<file path="src/rtl/risc_v_pkg.sv">
// ---------------------------------------------------------------------------
// risc_v_pkg
// Shared types and constants for the memory arbiter.
//   arb_state_t : arbiter FSM states (IDLE, BUSY, RESP)
//   REQ_I/REQ_D : requester ids used for the access owner and last grant
// ---------------------------------------------------------------------------
package risc_v_pkg;

  typedef enum logic [1:0] {
    IDLE = 2'd0,
    BUSY = 2'd1,
    RESP = 2'd2
  } arb_state_t;

  localparam logic REQ_I = 1'b0;
  localparam logic REQ_D = 1'b1;

endpackage

</file>
<file path="src/rtl/arb_timeout_ctr.sv">
// ---------------------------------------------------------------------------
// arb_timeout_ctr
// Watchdog counter for a memory access. It counts enabled cycles from 0.
// It flags expiry when the count reaches TIMEOUT-1.
// Ports:
//   clk       : clock, rising edge
//   reset     : asynchronous active-low reset
//   i_clear   : synchronous clear of the count to 0
//   i_enable  : count this cycle
//   o_expired : count == TIMEOUT-1
// ---------------------------------------------------------------------------
module arb_timeout_ctr #(
  parameter int TIMEOUT = 16
) (
  input  logic clk,
  input  logic reset,
  input  logic i_clear,
  input  logic i_enable,
  output logic o_expired
);

  localparam logic [7:0] LAST_COUNT = 8'(TIMEOUT - 1);

  logic [7:0] r_count;
  logic       w_expired;

  assign w_expired = (r_count == LAST_COUNT);
  assign o_expired = w_expired;

  // Count register. It holds at the expiry value instead of wrapping.
  always_ff @(posedge clk or negedge reset) begin
    if (!reset) begin
      r_count <= 8'd0;
    end else if (i_clear) begin
      r_count <= 8'd0;
    end else if (i_enable && !w_expired) begin
      r_count <= r_count + 8'd1;
    end else begin
      r_count <= r_count;
    end
  end

endmodule

</file>
<file path="src/rtl/mem_arbiter.sv">
// ---------------------------------------------------------------------------
// mem_arbiter
// Shares one single-ported memory between the instruction-fetch (i_*) port
// and the load/store (d_*) port. Each access follows the same sequence:
//   IDLE : grant one request
//   BUSY : wait for mem_ack, or abort when the watchdog expires
//   RESP : pulse the owner's rvalid (plus err on abort), then return to IDLE
// Ports:
//   clk, reset                        clock, async active-low reset
//   i_valid/i_addr/i_ready            fetch request channel
//   i_rvalid/i_rdata                  fetch response
//   d_valid/d_we/d_addr/d_wdata/d_ready  load/store request channel
//   d_rvalid/d_rdata                  load/store response (d_rdata 0 for stores)
//   mem_req/mem_we/mem_addr/mem_wdata memory request, held through BUSY
//   mem_ack/mem_rdata                 memory completion and read data
//   err                               one-cycle pulse on watchdog abort
// ---------------------------------------------------------------------------
module mem_arbiter
  import risc_v_pkg::*;
#(
  parameter int WORD_LENGTH = 32,
  parameter int ADDR_WIDTH  = 32,
  parameter int TIMEOUT     = 16
) (
  input  logic                   clk,
  input  logic                   reset,
  input  logic                   i_valid,
  input  logic [ADDR_WIDTH-1:0]  i_addr,
  output logic                   i_ready,
  output logic                   i_rvalid,
  output logic [WORD_LENGTH-1:0] i_rdata,
  input  logic                   d_valid,
  input  logic                   d_we,
  input  logic [ADDR_WIDTH-1:0]  d_addr,
  input  logic [WORD_LENGTH-1:0] d_wdata,
  output logic                   d_ready,
  output logic                   d_rvalid,
  output logic [WORD_LENGTH-1:0] d_rdata,
  output logic                   mem_req,
  output logic                   mem_we,
  output logic [ADDR_WIDTH-1:0]  mem_addr,
  output logic [WORD_LENGTH-1:0] mem_wdata,
  input  logic                   mem_ack,
  input  logic [WORD_LENGTH-1:0] mem_rdata,
  output logic                   err
);

  localparam logic [WORD_LENGTH-1:0] ZERO_WORD = {WORD_LENGTH{1'b0}};

  arb_state_t r_state;
  arb_state_t w_next_state;

  logic                   r_owner;
  logic                   r_last_grant;
  logic                   r_abort;
  logic                   r_mem_we;
  logic [ADDR_WIDTH-1:0]  r_mem_addr;
  logic [WORD_LENGTH-1:0] r_mem_wdata;
  logic [WORD_LENGTH-1:0] r_i_rdata;
  logic [WORD_LENGTH-1:0] r_d_rdata;

  logic w_grant_i;
  logic w_grant_d;
  logic w_expired;
  logic w_busy;
  logic w_resp;

  assign w_busy = (r_state == BUSY);
  assign w_resp = (r_state == RESP);

  arb_timeout_ctr #(
    .TIMEOUT (TIMEOUT)
  ) u_timeout_ctr (
    .clk       (clk),
    .reset     (reset),
    .i_clear   (!w_busy),
    .i_enable  (w_busy),
    .o_expired (w_expired)
  );

  // State register.
  always_ff @(posedge clk or negedge reset) begin
    if (!reset) begin
      r_state <= IDLE;
    end else begin
      r_state <= w_next_state;
    end
  end

  // Grant selection and next-state logic. On a tie, the grant goes to the
  // requester that did not win last time.
  always_comb begin
    w_next_state = r_state;
    w_grant_i    = 1'b0;
    w_grant_d    = 1'b0;
    case (r_state)
      IDLE: begin
        if (d_valid && (!i_valid || (r_last_grant == REQ_I))) begin
          w_grant_d    = 1'b1;
          w_next_state = BUSY;
        end else if (i_valid) begin
          w_grant_i    = 1'b1;
          w_next_state = BUSY;
        end else begin
          w_next_state = IDLE;
        end
      end
      BUSY: begin
        if (mem_ack || w_expired) begin
          w_next_state = RESP;
        end else begin
          w_next_state = BUSY;
        end
      end
      RESP: begin
        w_next_state = IDLE;
      end
      default: begin
        w_next_state = IDLE;
      end
    endcase
  end

  // Request capture on a grant: the memory request, the owner and the
  // arbitration history.
  always_ff @(posedge clk or negedge reset) begin
    if (!reset) begin
      r_mem_we     <= 1'b0;
      r_mem_addr   <= {ADDR_WIDTH{1'b0}};
      r_mem_wdata  <= ZERO_WORD;
      r_owner      <= REQ_I;
      r_last_grant <= REQ_D;
    end else if (w_grant_d) begin
      r_mem_we     <= d_we;
      r_mem_addr   <= d_addr;
      r_mem_wdata  <= d_wdata;
      r_owner      <= REQ_D;
      r_last_grant <= REQ_D;
    end else if (w_grant_i) begin
      r_mem_we     <= 1'b0;
      r_mem_addr   <= i_addr;
      r_mem_wdata  <= ZERO_WORD;
      r_owner      <= REQ_I;
      r_last_grant <= REQ_I;
    end else begin
      r_mem_we     <= r_mem_we;
      r_mem_addr   <= r_mem_addr;
      r_mem_wdata  <= r_mem_wdata;
      r_owner      <= r_owner;
      r_last_grant <= r_last_grant;
    end
  end

  // Response capture in BUSY. Ack has priority over a simultaneous expiry.
  // A store or an aborted access returns 0.
  always_ff @(posedge clk or negedge reset) begin
    if (!reset) begin
      r_i_rdata <= ZERO_WORD;
      r_d_rdata <= ZERO_WORD;
      r_abort   <= 1'b0;
    end else if (w_busy && mem_ack) begin
      r_abort <= 1'b0;
      if (r_owner == REQ_D) begin
        r_d_rdata <= r_mem_we ? ZERO_WORD : mem_rdata;
        r_i_rdata <= r_i_rdata;
      end else begin
        r_i_rdata <= mem_rdata;
        r_d_rdata <= r_d_rdata;
      end
    end else if (w_busy && w_expired) begin
      r_abort <= 1'b1;
      if (r_owner == REQ_D) begin
        r_d_rdata <= ZERO_WORD;
        r_i_rdata <= r_i_rdata;
      end else begin
        r_i_rdata <= ZERO_WORD;
        r_d_rdata <= r_d_rdata;
      end
    end else if (w_resp) begin
      r_abort   <= r_abort;
      r_i_rdata <= r_i_rdata;
      r_d_rdata <= r_d_rdata;
    end else begin
      r_abort   <= 1'b0;
      r_i_rdata <= r_i_rdata;
      r_d_rdata <= r_d_rdata;
    end
  end

  // The ready outputs are gated by reset so that every output drops as soon
  // as reset is asserted, even while a requester keeps valid high.
  assign i_ready   = reset & w_grant_i;
  assign d_ready   = reset & w_grant_d;

  assign mem_req   = w_busy;
  assign mem_we    = r_mem_we;
  assign mem_addr  = r_mem_addr;
  assign mem_wdata = r_mem_wdata;

  assign i_rvalid  = w_resp & (r_owner == REQ_I);
  assign d_rvalid  = w_resp & (r_owner == REQ_D);
  assign err       = w_resp & r_abort;
  assign i_rdata   = r_i_rdata;
  assign d_rdata   = r_d_rdata;

endmodule

</file>
<file path="config.mk">
export PLATFORM = sky130hd
export DESIGN_NAME = mem_arbiter
export DESIGN_NICKNAME = d
export VERILOG_FILES = /design/src/rtl/risc_v_pkg.sv /design/src/rtl/arb_timeout_ctr.sv /design/src/rtl/mem_arbiter.sv
export SDC_FILE = /design/constraint.sdc
export NUM_CORES = 1
export LEC_CHECK = 0
export CORE_MARGIN = 1
export CORE_UTILIZATION = 30
export CTS_BUF_LIST = sky130_fd_sc_hd__clkbuf_4
export CTS_CLUSTER_DIAMETER = 200
export CTS_CLUSTER_SIZE = 28
export DETAILED_ROUTE_END_ITERATION = 12
export PLACE_DENSITY_LB_ADDON = 0.1
export SYNTH_ARGS = -nofsm -noshare
export SYNTH_HDL_FRONTEND = slang
export SYNTH_HIERARCHICAL = 1
export SYNTH_SLANG_ARGS = --single-unit
</file>
<file path="constraint.sdc">
create_clock -name clk -period 6.56 [get_ports clk]
set_clock_uncertainty 0.15 [all_clocks]
set_input_delay 1.312 -clock clk [delete_from_list [all_inputs] [get_ports clk]]
set_output_delay 1.312 -clock clk [all_outputs]
set_load 0.005 [all_outputs]
</file>
# Word level (Yosys, flattened, before mapping)
# Index checks and enable logic that the tools add are counted.
# classes
n_addsub,1
multipliers,0
n_div,0
magnitude_cmp,0
eq_ne,9
shifts,0
muxes,30
bitwise_logic,7
reduce_logical,13
# ops
cell,count
$mux 32,13
$mux 8,2
$mux 1,13
$ne 2x2->1 const B,5
$add 8x1->8 const B,1
$eq 8x4->1 const B,1
$reduce_and 3->1,2
$and 1x1->1,5
$logic_and 1x1->1,4
$pmux 2 s2,1
$reduce_bool 2->1,2
$ne 3x1->1 const B,1
$eq 2x1->1 const B,1
$eq 2x2->1 const B,1
$logic_not 1->1,2
$logic_not 2->1,1
$logic_or 1x1->1,2
$mux 2,1
$not 1->1,2
# totals
reg_bits,142
latchBits,0
ram_bits,0
rom_bits,0
in_bits,134
output_inout_bits,135
word_cells,70
n_memories,0

# Longest topological paths before layout
# Gate-level depths: netlist (run 1).
# logic_depth
ltp_word,7
mapped_depth,7
ltp_nobuf,5

# By module
# Netlist (run 1), hierarchy kept.
# by_module_without_submodules
mod,instances,cells_per_inst,area_per_inst_um2,seq_area_each_um2
mem_arbiter,1,402,5260.0,3354.5
arb_timeout_ctr,1,43,441.7,200.2

# Least setup slack after synthesis (run 1)
# No wires, ideal clock.
# synth_timing
path_kind,input to output
from,input port d_valid
to,output port d_ready
arrival_time_ps,2213
t_required_ps,5098
path_slack_ps,2885
stages,3
path_buffers,1
cell_sequence,a21boi_1 clkbuf_1 and3_1
# synth_between
elab_chain_cells,4
# synth_rtl
element,line,rtl
start: declaration,mem_arbiter.sv:32,"input logic d_valid,"
$logic_and 1x1->1,mem_arbiter.sv:98,if (d_valid && (!i_valid || (r_last_grant == REQ_I))) begin
$mux 1,mem_arbiter.sv:98,
$mux 1,mem_arbiter.sv:96,case (r_state)
$and 1x1->1,mem_arbiter.sv:193,assign d_ready = reset & w_grant_d;
end: declaration,mem_arbiter.sv:36,"output logic d_ready,"
# Every way passes these cells.

# Final worst setup path (run 1)
# layout_timing
from,input port d_valid
to,output port i_ready
# layout_between
elab_chain_cells,4
# layout_rtl
element,line,rtl
$logic_and 1x1->1,mem_arbiter.sv:98,
$mux 1,mem_arbiter.sv:98,
$mux 1,mem_arbiter.sv:96,
$and 1x1->1,mem_arbiter.sv:192,assign i_ready = reset & w_grant_i;
end: declaration,mem_arbiter.sv:29,"output logic i_ready,"
# Every way passes these cells.

==> results.toml, run 1 <==
[clock_tree]
cts_hold_buf = 0
cts_made_buffers = 17
cts_tree = "built"
cts_buffer_depth = 2
clkTransAtPathRegs_ns = 0.13
cts_setup_buffers = 0
cts_resized = 0
cts-root-buf = "clkbuf_4"
cts_num_sinks = 142
h-tree-depth = 4
clock_latency_ns = 0.52

[timing]
fin_tns_setup_ns = 0
layout_setup_ws_ns = 2.104
min_period_over_period_pct = 67.93
finalSetupViolCount = 0
worst_pin_slew_ns = 1.269
fin_crit_ns = 4.456
rsz0062_at_grt = "false"
finalHoldViolCount = 0
fmax_ghz = 0.2244
timing.slew.headroom_pct = 15.39
slew_violations = 0

[place]
post-place-ws_ns = 2.113
port_buffers = 268
place_area_sq_um = 8562
place.gp.congestion = 0.8124
dp_hpwl_mm = 12.22

[yosys]
async_reset_ff_share_pct = 100.0
synth.top_cell.area_share_pct = 61.88
synth.avg_cell_area_sq_um = 12.81
synthCells = 445
synthMostInstantiatedCell = "dfrtp_1"
synth_area_leaders = "dfrtp_1 (62%), a22o_1 (14%), o221a_2 (3.2%)"
synth_edf_count = 0
yosysTopAreaCell = "dfrtp_1"
dominantRegCellSynth = "dfrtp_1"
ys_ff_latch = 142
netlist_area_sq_um = 5702
ys.warnings.count = 6
synth_commonest_cells = "dfrtp_1 (141), a22o_1 (88), nand2_1 (37)"
synth-seq-area-share_pct = 62.34
synth.distinct_cells = 43
syn_nets = 580

[worst_setup_path]
end_kind = "primary output"
cp.required_ns = 5.10
critPathMaxFanout = 12
arrival_ns = 2.99
start_kind = "primary input"
path_class = "primary input to primary output"

[floorplan]
die_h_um = 139.9
dieArea_sq_um = 19560
pin_count = 269
die_w_um = 139.9
rows = 50
start_util_pct = 30.58
core_sq_um = 18640

[routing]
dr.pass1.iters = 4
wl_per_cell_um = 18.78
drt_iter0_markers = 231
wl_mm = 17.86
ant_nets = 0
vias_per_cell = 5.006
vias = 4761
detail_route.drc_violations = 0

[job]
maxCapViolCount = 0

[final_layout]
utilization_pct = 47.40
drive_above_1_share_pct = 10.75
final_area_sq_um = 8837
fin_nets = 838
area_growth_pct = 54.99

[global_route]
track_usage_pct = 18.56
grt_pass1_wl_mm = 28.06
overflow = 0
grt_pass1_vias = 5027
grt_max_degree = 77
grt_antenna_before_repair = 1

[pwr]
leakage_nw = 3.756
ir_drop_v = 0.0001545
p_per_area_nw_per_um2 = 443.9

[outcome]
status = "completed"

[hold_path]
min-delay-path-class = "register to register"
==> layer usage <==
layer  GRT usage [%]  up-vias  part of all wire [%]  wire length (um)
li1                -     2201                     -                 -
met1           22.57     2340                    43              7711
met2           30.45      190                    48              8566
met3           5.437       30                   6.3              1129
met4           8.271        0                   2.6               456
met5               0        -                     0                 0
==> cell families after synthesis <==
group | Yosys count | share of synthesized area, %
fa+ha+maj | 1 | 0.2194
flops | 142 | 62.34
mux | 11 | 2.611
simple gates | 97 | 9.370
buf+inv | 40 | 3.467
compound gates | 154 | 21.99
==> critical path, stage by stage <==
cell and delay, ns:
clkdlybuf4s50_1 0.47, a21boi_1 0.39, buf_4 0.27, nor3_1 0.07, clkdlybuf4s50_1 0.48
==> where the power goes <==
| group | internal [mW] | switching [mW] |
|---|---|---|
| Sequential | 1.28 | 0.251 |
| Combinational | 1.15 | 0.679 |
| Clock | 0.199 | 0.360 |
| Total | 2.63 | 1.29 |
==> flip-flops by register name, indices dropped and copies added, names as in the netlist <==
signal,count
d_rdata,32
r_abort,1
mem_we,1
i_rdata,32
r_owner,1
u_timeout_ctr/r_count,8
r_last_grant,1
mem_addr,32
mem_wdata,32
r_state,2
==> area by class of cell <==
class,instances,area (sq um)
Antenna cell,1,2.502
Clock buffer,17,127.6
Clock inverter,15,145.1
Fill cell,1686,9806
Inverter,4,15.01
Multi-Input combinational cell,263,1963
Sequential cell,142,3555
Tap cell,234,292.8
Timing Repair Buffer,275,2736
==> through the flow <==
stage | power [mW] | hold WS [ns] | cells
global placement | 3.365 | 0.3366 | 918
global route | 4.174 | 0.3842 | 951
detailed placement | 3.389 | 0.3398 | 918
floorplan | 2.266 | 0.3479 | 445
CTS | 3.966 | 0.3729 | 950
finish | 3.923 | 0.3689 | 951
==> path summary, 6_finish.rpt <==
kind | start | end | slack (ns) | cells past startpoint
worst min register to register | d_rdata[11]$_DFFE_PN0P_ | d_rdata[11]$_DFFE_PN0P_ | 0.37 | 1
min in group asynchronous | reset | i_rdata[3]$_DFFE_PN0P_ | 0.64 | 1
max in group asynchronous | reset | i_rdata[1]$_DFFE_PN0P_ | 4.26 | 2
worst max register to register | r_last_grant$_DFFE_PN1P_ | mem_addr[16]$_DFFE_PN0P_ | 4.02 | 3
worst min-delay path | d_rdata[11]$_DFFE_PN0P_ | d_rdata[11]$_DFFE_PN0P_ | 0.37 | 1
worst max-delay path | d_valid | i_ready | 2.10 | 5
==> cells in the final DEF, fill, tap and decap left out, types with 4 or more instances in the layout <==
master	instances
a31oi_1	16
clkbuf_4	17
o221a_2	16
nor2_1	4
mux2_4	7
and3_1	9
buf_4	7
dfrtp_1	141
nand2_1	37
a21oi_1	23
clkdlybuf4s50_1	267
o21ai_0	4
or3_1	20
inv_6	7
a22o_1	88
No activity file was read; power rests on OpenSTA's default activity.
==> run 2: changes to the inputs <==
==> constraint.sdc (replaced) <==
create_clock -name clk -period 4.5 [get_ports clk]
set_clock_uncertainty 0.15 [all_clocks]
set_input_delay 0.9 -clock clk [delete_from_list [all_inputs] [get_ports clk]]
set_output_delay 0.9 -clock clk [all_outputs]
set_load 0.005 [all_outputs]
==> run 2 against run 1 <==
- flip-flop and latch count stayed put
- worst hold slack worse by 0.0038 ns
- via count is 0.46% higher
- setup slack worse by 1.2 ns
- global-route usage is 0.11 points higher
- sequential power is 45% higher
- wire length hardly changed
- power is 45% higher
- die area stayed put
- register-to-register slack worse by 2.1 ns
- critical endpoint unchanged
- largest cell class unchanged
- critical path type unchanged
- combinational power is 45% higher
- non-clock buffer count is 3 higher
==> results.toml, run 2 (synthesis gave the netlist of run 1 again) <==
[outcome]
status = "completed"

[timing]
rsz0062_at_grt = "false"
holdWs_ns = 0.3650
finalSetupViolCount = 0
slew_violations = 0
layout_setup_ws_ns = 0.8648
finalHoldViolCount = 0
worst_pin_slew_ns = 1.206
fin_tns_setup_ns = 0
fin_crit_ns = 3.635
fmax_ghz = 0.2751
timing.slew.headroom_pct = 19.62
min_period_over_period_pct = 80.78

[worst_setup_path]
rr_worst_depth = 6
r2r-end = "d_rdata[27]$_DFFE_PN0P_"
critPathLaunch = "d_valid"
arrival_ns = 2.59
critPathMaxFanout = 12
rrSetupSlack_ns = 1.87
path_class = "primary input to primary output"
end_kind = "primary output"
cp.required_ns = 3.45
rr_startpoint = "u_timeout_ctr/r_count[4]$_DFFE_PN0P_"
start_kind = "primary input"

[routing]
ant_nets = 0
wl_per_cell_um = 18.78
vias = 4783
dr.pass1.iters = 4
detail_route.drc_violations = 0
wl_mm = 17.88
drt_iter0_markers = 214
vias_per_cell = 5.024

[clock_tree]
cts_hold_buf = 0
clock_latency_ns = 0.52
cts_setup_buffers = 0
cts_tree = "built"
cts_num_sinks = 142
cts_buffer_depth = 2
cts_made_buffers = 17
h-tree-depth = 4
clkTransAtPathRegs_ns = 0.11
cts_resized = 0
cts-root-buf = "clkbuf_4"

[global_route]
grt_max_degree = 75
grt_pass1_vias = 4957
track_usage_pct = 18.67
overflow = 0
grt_pass1_wl_mm = 28.04
grt_antenna_before_repair = 1

[hold_path]
whs_path_depth = 1
worstHoldStart = "d_rdata[3]$_DFFE_PN0P_"
min-delay-path-class = "register to register"
min_to = "d_rdata[3]$_DFFE_PN0P_"

[final_layout]
drive_above_1_share_pct = 11.02
mostFrequentLayoutCell = "clkdlybuf4s50_1"
final_cell_mix = "clkdlybuf4s50_1 (267), dfrtp_1 (141), a22o_1 (88), nand2_1 (37), a21oi_1 (23)"
multiInputGateArea_sq_um = 1963
nFillCells = 1719
final_area_sq_um = 8846
regArea_sq_um = 3555
area_growth_pct = 55.15
fin_nets = 841

[floorplan]
start_util_pct = 30.58
rows = 50
dieArea_sq_um = 19560
die_w_um = 139.9
pin_count = 269
core_sq_um = 18640
die_h_um = 139.9

[place]
port_buffers = 268
place_area_sq_um = 8584
dp_hpwl_mm = 12.35
post-place-ws_ns = 0.8598
place.gp.congestion = 0.7773

[pwr]
p_per_area_nw_per_um2 = 641.5
leakage_nw = 3.764
p_total_mw = 5.674
ir_drop_v = 0.0002630

[job]
maxCapViolCount = 0
run 2: how the worst max path moves through the flow:
stage | endpoint | slack, ns | depth (start not counted)
6_report | i_ready | 0.86 | 5
5_1_grt | i_ready | 0.67 | 5
4_1_cts | i_ready | 0.85 | 5
3_5_place_dp | i_ready | 0.86 | 5
3_3_place_gp | i_ready | 0.88 | 5
2_1_floorplan | d_ready | 1.65 | 3
run 2: final cells by class:
type	count	area share, %
diodes	1	0.02829
clock buffers	18	1.528
clock inverters	12	1.400
inverters	4	0.1697
multi-input cells	263	22.19
flip-flops and latches	142	40.18
well taps	234	3.310
repair buffers	278	31.19
run 2: metal layers:
layer | wire length, um | vias to the layer above | GRT usage, %
met5 | 0 | - | 0
met4 | 242 | 0 | 5.437
met3 | 1340 | 15 | 6.848
met2 | 8672 | 188 | 30.18
met1 | 7622 | 2376 | 23.28
li1 | - | 2204 | -
run 2: worst max-delay path, stage by stage:
cell and delay [ns]:
clkdlybuf4s50_1 0.48, a21boi_1 0.39, buf_4 0.27, nor3_1 0.07, clkdlybuf4s50_1 0.48
run 2: metrics by stage:
step / instances / util (%)
global route: 952 / 47.45
detailed placement: 921 / 46.05
CTS: 951 / 47.44
floorplan: 445 / -
finish: 952 / 47.45
global placement: 921 / 46.05
run 2: power by group:
group          switching (mW)  internal [mW]  total, mW  leakage (nW)
sequential              0.363           1.87       2.24          1.78
clock                   0.459          0.325      0.784         0.135
combinational           0.974           1.68       2.65          1.85
total                    1.80           3.88       5.67          3.76
